`src/rtl/flush_redirect_ctrl_pkg.sv`:
```
// ============================================================================
// flush_redirect_ctrl_pkg : shared types for the flush/redirect controller
// Rev 1.0 - initial release
// ============================================================================
`default_nettype none

package flush_redirect_ctrl_pkg;

    typedef enum logic [1:0] {
        ST_IDLE     = 2'd0,
        ST_DRAIN    = 2'd1,
        ST_REDIRECT = 2'd2
    } state_e;

    localparam int unsigned c_OUTSTANDING_MAX_DEF = 2;
    localparam int unsigned c_CNT_W_DEF           = 2;
    localparam int unsigned c_PC_W                = 32;
    localparam int unsigned c_REDIRECT_W          = c_PC_W + 1;

    // {redirect_valid, redirect_pc}, c_REDIRECT_W bits wide
    typedef struct packed {
        logic              valid;
        logic [c_PC_W-1:0] pc;
    } redirect_t;

endpackage

`default_nettype wire

```
`src/rtl/flush_redirect_ctrl_inflight_counter.sv`:
```
// ============================================================================
// flush_redirect_ctrl_inflight_counter : saturating up/down request counter
// Rev 1.0 - initial release
// ============================================================================
`default_nettype none

module flush_redirect_ctrl_inflight_counter #(
    parameter int unsigned MAX = 2,
    parameter int unsigned W   = 2
) (
    input  logic         clk,
    input  logic         reset,
    input  logic         inc_i,
    input  logic         dec_i,
    output logic [W-1:0] count_next_o,
    output logic         overflow_o,
    output logic         underflow_o
);

    logic [W-1:0] count_q;
    logic [W-1:0] count_d;

    always_comb begin
        overflow_o  = inc_i & ~dec_i & (count_q == W'(MAX));
        underflow_o = dec_i & ~inc_i & (count_q == '0);
        count_d     = count_q;
        if (inc_i && !dec_i && !overflow_o) begin
            count_d = count_q + W'(1);
        end else if (dec_i && !inc_i && !underflow_o) begin
            count_d = count_q - W'(1);
        end
    end

    assign count_next_o = count_d;

    always_ff @(posedge clk) begin
        if (reset) begin
            count_q <= '0;
        end else begin
            count_q <= count_d;
        end
    end

    // The count saturates; these flag a fetch-protocol bug upstream.
    always_ff @(posedge clk) begin
        if (!reset) begin
            assert (!overflow_o);
            assert (!underflow_o);
        end
    end

endmodule

`default_nettype wire

```
`src/rtl/flush_redirect_ctrl.sv`:
```
// ============================================================================
// flush_redirect_ctrl : flush broadcast, stale-fetch drain and single redirect
// Rev 1.0 - initial release
// ============================================================================
`default_nettype none

module flush_redirect_ctrl
    import flush_redirect_ctrl_pkg::*;
#(
    parameter int unsigned OUTSTANDING_MAX = c_OUTSTANDING_MAX_DEF,
    parameter int unsigned CNT_W           = c_CNT_W_DEF
) (
    input  logic        clk,
    input  logic        reset,
    input  logic        wb_ex,
    input  logic        wb_ertn,
    input  logic [31:0] ex_entry,
    input  logic [31:0] ex_era,
    input  logic        ifetch_req_fire,
    input  logic        ifetch_resp_fire,
    input  logic        redirect_ready,
    output logic        flush,
    output logic        discard_resp,
    output logic        redirect_valid,
    output logic [31:0] redirect_pc,
    output logic        busy
);

    state_e             state_q, state_d;
    logic [CNT_W-1:0]   drain_q, drain_d;
    logic [31:0]        target_q, target_d;
    logic [CNT_W-1:0]   w_inflight_next;
    logic               w_ovf, w_unf;
    logic               w_event;
    redirect_t          w_redir;

    flush_redirect_ctrl_inflight_counter #(
        .MAX (OUTSTANDING_MAX),
        .W   (CNT_W)
    ) u_inflight (
        .clk          (clk),
        .reset        (reset),
        .inc_i        (ifetch_req_fire),
        .dec_i        (ifetch_resp_fire),
        .count_next_o (w_inflight_next),
        .overflow_o   (w_ovf),
        .underflow_o  (w_unf)
    );

    // Outside IDLE the WB stage is already flushed, so events there are stale.
    assign w_event      = (state_q == ST_IDLE) & (wb_ex | wb_ertn);
    assign flush        = w_event | (state_q != ST_IDLE);
    assign discard_resp = ifetch_resp_fire & (w_event | (state_q == ST_DRAIN));
    assign busy         = (state_q != ST_IDLE);

    always_comb begin
        state_d  = state_q;
        drain_d  = drain_q;
        target_d = target_q;
        w_redir  = '0;
        case (state_q)
            ST_IDLE: begin
                if (w_event) begin
                    drain_d  = w_inflight_next;
                    target_d = wb_ertn ? ex_era : ex_entry;
                    state_d  = (w_inflight_next == '0) ? ST_REDIRECT : ST_DRAIN;
                end
            end
            ST_DRAIN: begin
                if (ifetch_resp_fire) begin
                    drain_d = drain_q - CNT_W'(1);
                    if (drain_q == CNT_W'(1)) begin
                        state_d = ST_REDIRECT;
                    end
                end
            end
            ST_REDIRECT: begin
                w_redir.valid = 1'b1;
                w_redir.pc    = target_q;
                if (redirect_ready) begin
                    state_d = ST_IDLE;
                end
            end
            default: state_d = ST_IDLE;
        endcase
    end

    assign redirect_valid = w_redir.valid;
    assign redirect_pc    = w_redir.pc;

    always_ff @(posedge clk) begin
        if (reset) begin
            state_q  <= ST_IDLE;
            drain_q  <= '0;
            target_q <= '0;
        end else begin
            state_q  <= state_d;
            drain_q  <= drain_d;
            target_q <= target_d;
        end
    end

    // IF must gate issue on flush, and nothing may return once drained.
    always_ff @(posedge clk) begin
        if (!reset) begin
            assert (!((state_q == ST_DRAIN) && ifetch_req_fire));
            assert (!((state_q == ST_REDIRECT) && ifetch_resp_fire));
        end
    end

endmodule

`default_nettype wire

```
`config.mk`:
```
export PLATFORM = sky130hd
export DESIGN_NAME = flush_redirect_ctrl
export DESIGN_NICKNAME = d
export VERILOG_FILES = /design/src/rtl/flush_redirect_ctrl_pkg.sv /design/src/rtl/flush_redirect_ctrl_inflight_counter.sv /design/src/rtl/flush_redirect_ctrl.sv
export SDC_FILE = /design/constraint.sdc
export NUM_CORES = 1
export LEC_CHECK = 0
export BUFFER_PORTS_ARGS = -buffer_cell sky130_fd_sc_hd__buf_2
export CAP_MARGIN = 40
export CORE_MARGIN = 4
export CORE_UTILIZATION = 50
export DETAILED_ROUTE_END_ITERATION = 8
export PLACE_DENSITY = 0.95
export RECOVER_POWER = 25
export SKIP_LAST_GASP = 1
export SLEW_MARGIN = 20
export SYNTH_ARGS = -nofsm -noshare
export SYNTH_HDL_FRONTEND = slang
export SYNTH_HIERARCHICAL = 1
export SYNTH_SLANG_ARGS = --single-unit
```
`constraint.sdc`:
```
create_clock -name clk -period 4.05 [get_ports clk]
set_input_delay 0.405 -clock clk [delete_from_list [all_inputs] [get_ports clk]]
set_output_delay 0.405 -clock clk [all_outputs]
set_load 0.05 [all_outputs]
```
==> flow_metrics.tcl, run 1 <==
set metrics [dict create \
    cts-root-buf "clkbuf_8" \
    r2r-start "state_q[1]" \
    p_sw_mw 0.4675 \
    die_h_um 74.59 \
    sw_frac_of_total 0.3682 \
    path_max_fanout 34 \
    cts_tree "built" \
    antenna_found_initial 0 \
    finalHoldViolations 0 \
    finalPower_mw 1.270 \
    worstSkewPairLatency_ns 0.27 \
    num_antenna_cells 0 \
    slowest_delay_ns 0.85 \
    overflow 0 \
    clkTransAtPathRegs_ns 0.07 \
    syn-cell-area_um2 2217 \
    crit_path_end_kind "register" \
    yosysWarningCount 6 \
    finClkSkew_ns 0.002029 \
    initial_core_util 0.5350 \
    timing.final.crit_share 0.6962 \
    first_global_vias 2015 \
    wl_um 5576 \
    crit_start "state_q[1]" \
    cp.required_ns 4.15 \
    intPower_mw 0.8021 \
    die_x_um 74.59 \
    syn-num-nets 314 \
    clockBufferDepth 2 \
    worst_hold_slack_ns 0.4413 \
    slew_violations 0 \
    first_iter_violations 65 \
    hold_buffers 0 \
    num_rows 23 \
    placed_cell_area_um2 2676 \
    post-place-ws_ns 1.780 \
    cap_violations 0 \
    fin_cells 385 \
    vias_per_cell 5.431 \
    start_kind "register" \
    clock_sinks 38 \
    fp.coreArea_um2 4144 \
    finalNetCount 408 \
    tns_ns 0 \
    wl_per_cell_um 14.48 \
    vias 2091 \
    fmax_ghz 0.3547 \
    dr.pass1.iters 4 \
    layout_setup_ws_ns 1.230 \
    dieArea_um2 5564 \
    area_growth_pct 25.17 \
    drcViolationCount 0 \
    tightest_slew_ns 1.066 \
    cts_buffers 5 \
    power_density_nw_per_um2 457.5 \
    hp-class "input port to register" \
    finish.utilization 0.6697 \
    fillCellCount 351 \
    grt_max_degree 39 \
    grt_pass1_wl_um 8694 \
    ir_drop_mv 0.3347 \
    gp_congestion 0.8515 \
    cts_max_level 2 \
    grtUsageTotal 0.1954 \
    drive_gt1_frac 0.3552 \
    worstHoldStart "redirect_ready" \
    min_period_ns 2.820 \
    finalSetupViolCount 0 \
    port_buffers 106 \
    comb_power_share 0.367 \
    crit_type "register to register" \
    p_seq_frac 0.393 \
    synth_area_per_cell_um2 9.238 \
    syn_inst 240 \
    cp_slowest_cell "clkbuf_1" \
    final_antenna_net_count 0 \
    placedCellCount 376 \
    final_area_um2 2775 \
    power_frac_clock 0.240 \
    status "finished, final reports clean" \
    cts_setup_buffers 0 \
    ios 107 \
    ctsResizeCount 0 \
    crit_chain "nor2_8 -> inv_1 -> nor2_1 -> clkbuf_1 -> a211oi_1" \
    rsz0062_at_grt "false" \
    leakagePower_nw 1.353 \
    relSlewSlack 0.2897 \
    dp_hpwl_um 4065 \
    critPathArrivalTime_ns 2.92 \
]
-- flip-flops by register name, indices dropped and copies added, names as in the netlist --
name,cells
target_q,32
drain_q,2
state_q,2
u_inflight/count_q,2
-- layer usage --
layer | global-route usage | up-vias | share of wire
li1 | - | 1062 | -
met1 | 0.2242 | 930 | 0.40
met2 | 0.3659 | 95 | 0.50
met3 | 0.04595 | 4 | 0.098
met4 | 0.04150 | 0 | 0.0056
met5 | 0 | - | 0
-- cell type report --
| type | instances | area [µm²] | area share |
|---|---|---|---|
| sequential | 38 | 760.7 | 0.2741 |
| multi-input combinational | 174 | 1261 | 0.4545 |
| inverter | 5 | 18.77 | 0.006763 |
| clock buffer | 7 | 76.32 | 0.02750 |
| clock inverter | 1 | 30.03 | 0.01082 |
| timing repair buffer | 110 | 565.5 | 0.2038 |
| tap | 50 | 62.56 | 0.02254 |
-- cell usage in the layout, fill, tap and decap left out, drive strengths merged, types with 2 or more instances in the layout --
cell	count
nor2b	4
clkbuf	10
dfxtp	38
ha	3
o21ai	6
a211oi	32
buf	107
nor2	4
a21oi	34
nor3b	4
or2	2
a31oi	2
and2	32
mux2i	32
inv	5
nor3	6
-- path summary, 6_finish.rpt --
kind,end,slack [ns],cells past startpoint
worst max-delay path,target_q[15],1.23,5
worst min-delay path,state_q[1],0.44,4
worst max register to register,target_q[15],1.23,5
worst min register to register,target_q[5],0.51,2
-- critical path, delay by kind of cell (launching register included) --
| kind | cells | cell delay [ns] |
|---|---|---|
| buffers and inverters | 2 | 1.01 |
| AOI/OAI and AO/OA | 1 | 0.20 |
| and+or+nand+nor | 2 | 0.96 |
| DFF | 1 | 0.46 |
-- power groups by stage --
stage,logic (mW),registers (mW),clock network [mW]
floorplan,0.393,0.486,0
global placement,0.452,0.502,0
detailed placement,0.470,0.505,0
CTS,0.471,0.497,0.314
global route,0.511,0.510,0.333
finish,0.465,0.499,0.305
No activity file was read; power rests on OpenSTA's default activity.
==> inputs of run 2 (changes only) <==
Settings changed: CORE_UTILIZATION 50 to 46, PLACE_DENSITY 0.95 to 0.91.
Clock period 4.05 ns to 2.65 ns, I/O delays scaled along.
==> flow_metrics.tcl, run 2 (same netlist as run 1, synthesis figures left out) <==
set metrics [dict create \
    largest_register "target_q" \
    wirelength_met1_um 2393 \
    fmax_ghz 0.4189 \
    fin_cells 387 \
    grt_pass1_wl_um 8963 \
    largest_register_ffs 32 \
    clockBufferDepth 2 \
    ios 107 \
    drive_gt1_frac 0.3701 \
    finClkSkew_ns 0.009062 \
    grtUsageTotal 0.1805 \
    finalHoldViolations 0 \
    fillCellCount 392 \
    cts_setup_buffers 0 \
    leakagePower_nw 1.368 \
    dp_hpwl_um 4139 \
    hold_buffers 0 \
    vias_per_cell 5.426 \
    cts-root-buf "clkbuf_8" \
    tightest_slew_ns 0.8941 \
    die_h_um 77.43 \
    timing.final.crit_share 0.9008 \
    path_delay_family "buffers and inverters" \
    first_global_vias 1959 \
    cts_tree "built" \
    drcViolationCount 0 \
    min_period_ns 2.387 \
    routed.top_layer "met4" \
    ctsResizeCount 0 \
    slew_violations 0 \
    clock_sinks 38 \
    gp_congestion 0.8292 \
    area_growth_pct 25.11 \
    slowest_delay_ns 0.78 \
    num_antenna_cells 0 \
    wl_met3_um 463 \
    final_antenna_net_count 0 \
    port_buffers 106 \
    die_x_um 77.43 \
    final_cell_mix "106 x buf_2, 38 x dfxtp_1, 33 x a21oi_1" \
    ir_drop_mv 0.3837 \
    vias 2100 \
    overflow 0 \
    critPathArrivalTime_ns 2.50 \
    status "finished, final reports clean" \
    crit_chain "nor2_8 -> inv_1 -> nor2_1 -> dlymetal6s2s_1 -> a211oi_1" \
    dr.pass1.iters 4 \
    final_common_cell "buf_2" \
    first_iter_violations 89 \
    cp.required_ns 2.76 \
    crit_path_end_kind "register" \
    wl_um 5583 \
    path_max_fanout 23 \
    tns_ns 0 \
    num_rows 24 \
    power_density_nw_per_um2 672.5 \
    wl_met2_um 2689 \
    cts_max_level 2 \
    cp_slowest_cell "dlymetal6s2s_1" \
    finalPower_mw 1.865 \
    rsz0062_at_grt "false" \
    hp-class "input port to register" \
    cap_violations 0 \
    clkTransAtPathRegs_ns 0.07 \
    finalSetupViolCount 0 \
    cts_buffers 5 \
    grt_max_degree 39 \
    relSlewSlack 0.4029 \
    crit_type "register to register" \
    wl_per_cell_um 14.43 \
    finalNetCount 410 \
    cp_num_buf_inv 2 \
    placedCellCount 381 \
    fp.coreArea_um2 4504 \
    initial_core_util 0.4922 \
    dieArea_um2 5995 \
    start_kind "register" \
    worstSkewPairLatency_ns 0.28 \
    antenna_found_initial 0 \
]
run 2: final timing paths:
check	start	to	slack (ns)	depth (start not counted)
setup / recovery	state_q[1]	target_q[6]	0.26	5
hold / removal	redirect_ready	state_q[1]	0.28	4
setup reg to reg	state_q[1]	target_q[6]	0.26	5
hold reg to reg	target_q[1]	target_q[1]	0.51	2
run 2: cell type report:
class | count | area, µm² | share of cell area
inverter | 5 | 18.77 | 0.006766
multi-input combinational | 174 | 1266 | 0.4565
timing repair buffer | 112 | 580.6 | 0.2093
tap | 52 | 65.06 | 0.02346
sequential | 38 | 760.7 | 0.2742
clock buffer | 6 | 82.58 | 0.02977
run 2: layer usage:
layer	global-route usage	up-vias
met5	0	-
met4	0.04270	0
met3	0.06134	4
met2	0.3152	81
met1	0.2133	955
li1	-	1060
run 2: metrics by stage:
| stage | area [µm²] | hold slack, ns | worst slack (ns) | utilization |
|---|---|---|---|---|
| finish | 2774 | 0.2791 | 0.2628 | 0.6158 |
| global route | 2774 | 0.3143 | 0.1162 | 0.6158 |
| CTS | 2789 | 0.2633 | 0.3145 | 0.6192 |
| detailed placement | 2706 | 0.5075 | 0.6437 | 0.6008 |
| global placement | 2706 | 0.5004 | 0.6946 | 0.6008 |
| floorplan | 2217 | 0.3347 | 0.6792 | - |
run 2: power breakdown:
part           total [mW]  switching [mW]  leakage [nW]  internal [mW]
sequential          0.764          0.0760         0.316          0.688
clock               0.384           0.184        0.0431          0.200
combinational       0.717           0.450          1.01          0.267
run 2: worst reg2reg max path: stages (launching register included):
cell and delay, ns:
dfxtp_1 0.47, nor2_8 0.16, inv_1 0.07, nor2_1 0.54
dlymetal6s2s_1 0.78, a211oi_1 0.19
==> inputs of run 3 (changes only) <==
Settings changed: BUFFER_PORTS_ARGS -buffer_cell sky130_fd_sc_hd__buf_2 to -buffer_cell sky130_fd_sc_hd__buf_4.
==> flow_metrics.tcl, run 3 (same netlist as run 1, synthesis figures left out) <==
set metrics [dict create \
    status "finished, final reports clean" \
    finClkSkew_ns 0.004491 \
    cp_slowest_cell "dfxtp_1" \
    final_cell_mix "107 x buf_4, 38 x dfxtp_1, 33 x a21oi_1" \
    cts-root-buf "clkbuf_8" \
    cts_tree "built" \
    first_iter_violations 154 \
    min_delay_worst_endpoint "state_q[1]" \
    relSlewSlack 0.5514 \
    dieArea_um2 5995 \
    final_common_cell "buf_4" \
    finalNetCount 409 \
    fmax_ghz 0.4464 \
    cp_num_buf_inv 2 \
    hp-class "input port to register" \
    ios 107 \
    cts_setup_buffers 0 \
    fp.coreArea_um2 4504 \
    timing.final.crit_share 0.8454 \
    drcViolationCount 0 \
    fin_cells 388 \
    worstSkewPairLatency_ns 0.28 \
    ff2ff_setup_slack_ns 0.58 \
    rsz0062_at_grt "false" \
    grt_pass1_wl_um 9729 \
    start_kind "register" \
    vias 2079 \
    gp_congestion 0.8637 \
    sw_frac_of_total 0.3728 \
    first_global_vias 2079 \
    min_period_ns 2.240 \
    cts_buffers 5 \
    p_seq_frac 0.390 \
    cp.required_ns 2.38 \
    die_x_um 77.43 \
    tightest_slew_ns 0.6729 \
    tns_ns 0 \
    vias_per_cell 5.358 \
    cts_max_level 2 \
    crit_chain "and2b_1 -> buf_4 -> and2_1 -> buf_4" \
    clock_sinks 38 \
    num_antenna_cells 0 \
    clkTransAtPathRegs_ns 0.07 \
    slew_violations 0 \
    wl_um 5806 \
    power_density_nw_per_um2 637.3 \
    crit_type "register to output port" \
    largest_register "target_q" \
    p_sw_mw 0.7261 \
    worstHoldStart "redirect_ready" \
    cap_violations 0 \
    port_buffers 106 \
    crit_start "state_q[1]" \
    ir_drop_mv 0.3270 \
    path_delay_family "flip-flops" \
    dp_hpwl_um 4196 \
    comb_power_share 0.404 \
    final_antenna_net_count 0 \
    fillCellCount 367 \
    antenna_found_initial 0 \
    largest_register_ffs 32 \
    reg2regPathDepth 8 \
    clockBufferDepth 2 \
    leakagePower_nw 1.424 \
    finalSetupViolCount 0 \
    overflow 0 \
    r2r-end "state_q[1]" \
    wl_per_cell_um 14.96 \
    finalHoldViolations 0 \
    die_h_um 77.43 \
    num_rows 24 \
    cp.depth 4 \
    area_growth_pct 37.87 \
    cp_common_cell "buf_4" \
    dr.pass1.iters 6 \
    grtUsageTotal 0.1946 \
    hold_buffers 0 \
    initial_core_util 0.4922 \
    crit_path_end_kind "output port" \
    path_max_fanout 20 \
    intPower_mw 1.222 \
    r2r-start "u_inflight/count_q[1]" \
    holdPathStages 4 \
    power_frac_clock 0.206 \
    critPathArrivalTime_ns 1.98 \
    ctsResizeCount 0 \
    placedCellCount 380 \
    grt_max_degree 39 \
    drive_gt1_frac 0.3750 \
    slowest_delay_ns 0.63 \
]
[run 3: routing by layer]
layer,global-route usage,up-vias,routed length (µm)
li1,-,1061,-
met1,0.2375,915,2554
met2,0.3316,99,2712
met3,0.06481,4,495
met4,0.04626,0,43
met5,0,-,0
[run 3: how the worst max path moves through the flow]
stage                 endpoint
3_3_place_gp    redirect_pc[2]
4_1_cts         redirect_pc[9]
6_report       redirect_pc[16]
3_5_place_dp        state_q[1]
5_1_grt        redirect_pc[12]
2_1_floorplan     discard_resp
[run 3: area by class of cell]
cell class / count / area [µm²] / share of cell area
clock inverters: 1 / 5.005 / 0.001637
repair buffers: 111 / 852.1 / 0.2788
flip-flops and latches: 38 / 760.7 / 0.2489
well taps: 52 / 65.06 / 0.02129
clock buffers: 7 / 86.33 / 0.02824
multi-input cells: 174 / 1269 / 0.4151
inverters: 5 / 18.77 / 0.006140
[run 3: worst register-to-register path: stages (launching register included)]
cell	delay, ns
dfxtp_1	0.41
inv_1	0.06
ha_1	0.29
nor3b_1	0.18
o21ai_0	0.12
and3b_1	0.18
or2_2	0.30
or3_1	0.31
a21oi_1	0.14
[run 3: stage by stage]
| step | area (µm²) | worst slack, ns | hold slack, ns | total power, mW | utilization |
|---|---|---|---|---|---|
| 6_report | 3057 | 0.4096 | 0.3129 | 1.948 | 0.6786 |
| 5_1_grt | 3057 | 0.2111 | 0.3243 | 2.075 | 0.6786 |
| 4_1_cts | 3068 | 0.3646 | 0.3060 | 1.972 | 0.6811 |
| 3_5_place_dp | 2977 | 0.6148 | 0.5075 | 1.570 | 0.6608 |
| 3_3_place_gp | 2977 | 0.7144 | 0.5008 | 1.543 | 0.6608 |
| 2_1_floorplan | 2217 | 0.6792 | 0.3347 | 1.342 | - |
[run 3: power by group through the flow]
stage	Clock, mW	Sequential (mW)	Combinational (mW)
6_report	0.400	0.761	0.787
5_1_grt	0.432	0.776	0.867
4_1_cts	0.411	0.760	0.801
3_5_place_dp	0	0.771	0.799
3_3_place_gp	0	0.766	0.777
2_1_floorplan	0	0.742	0.600
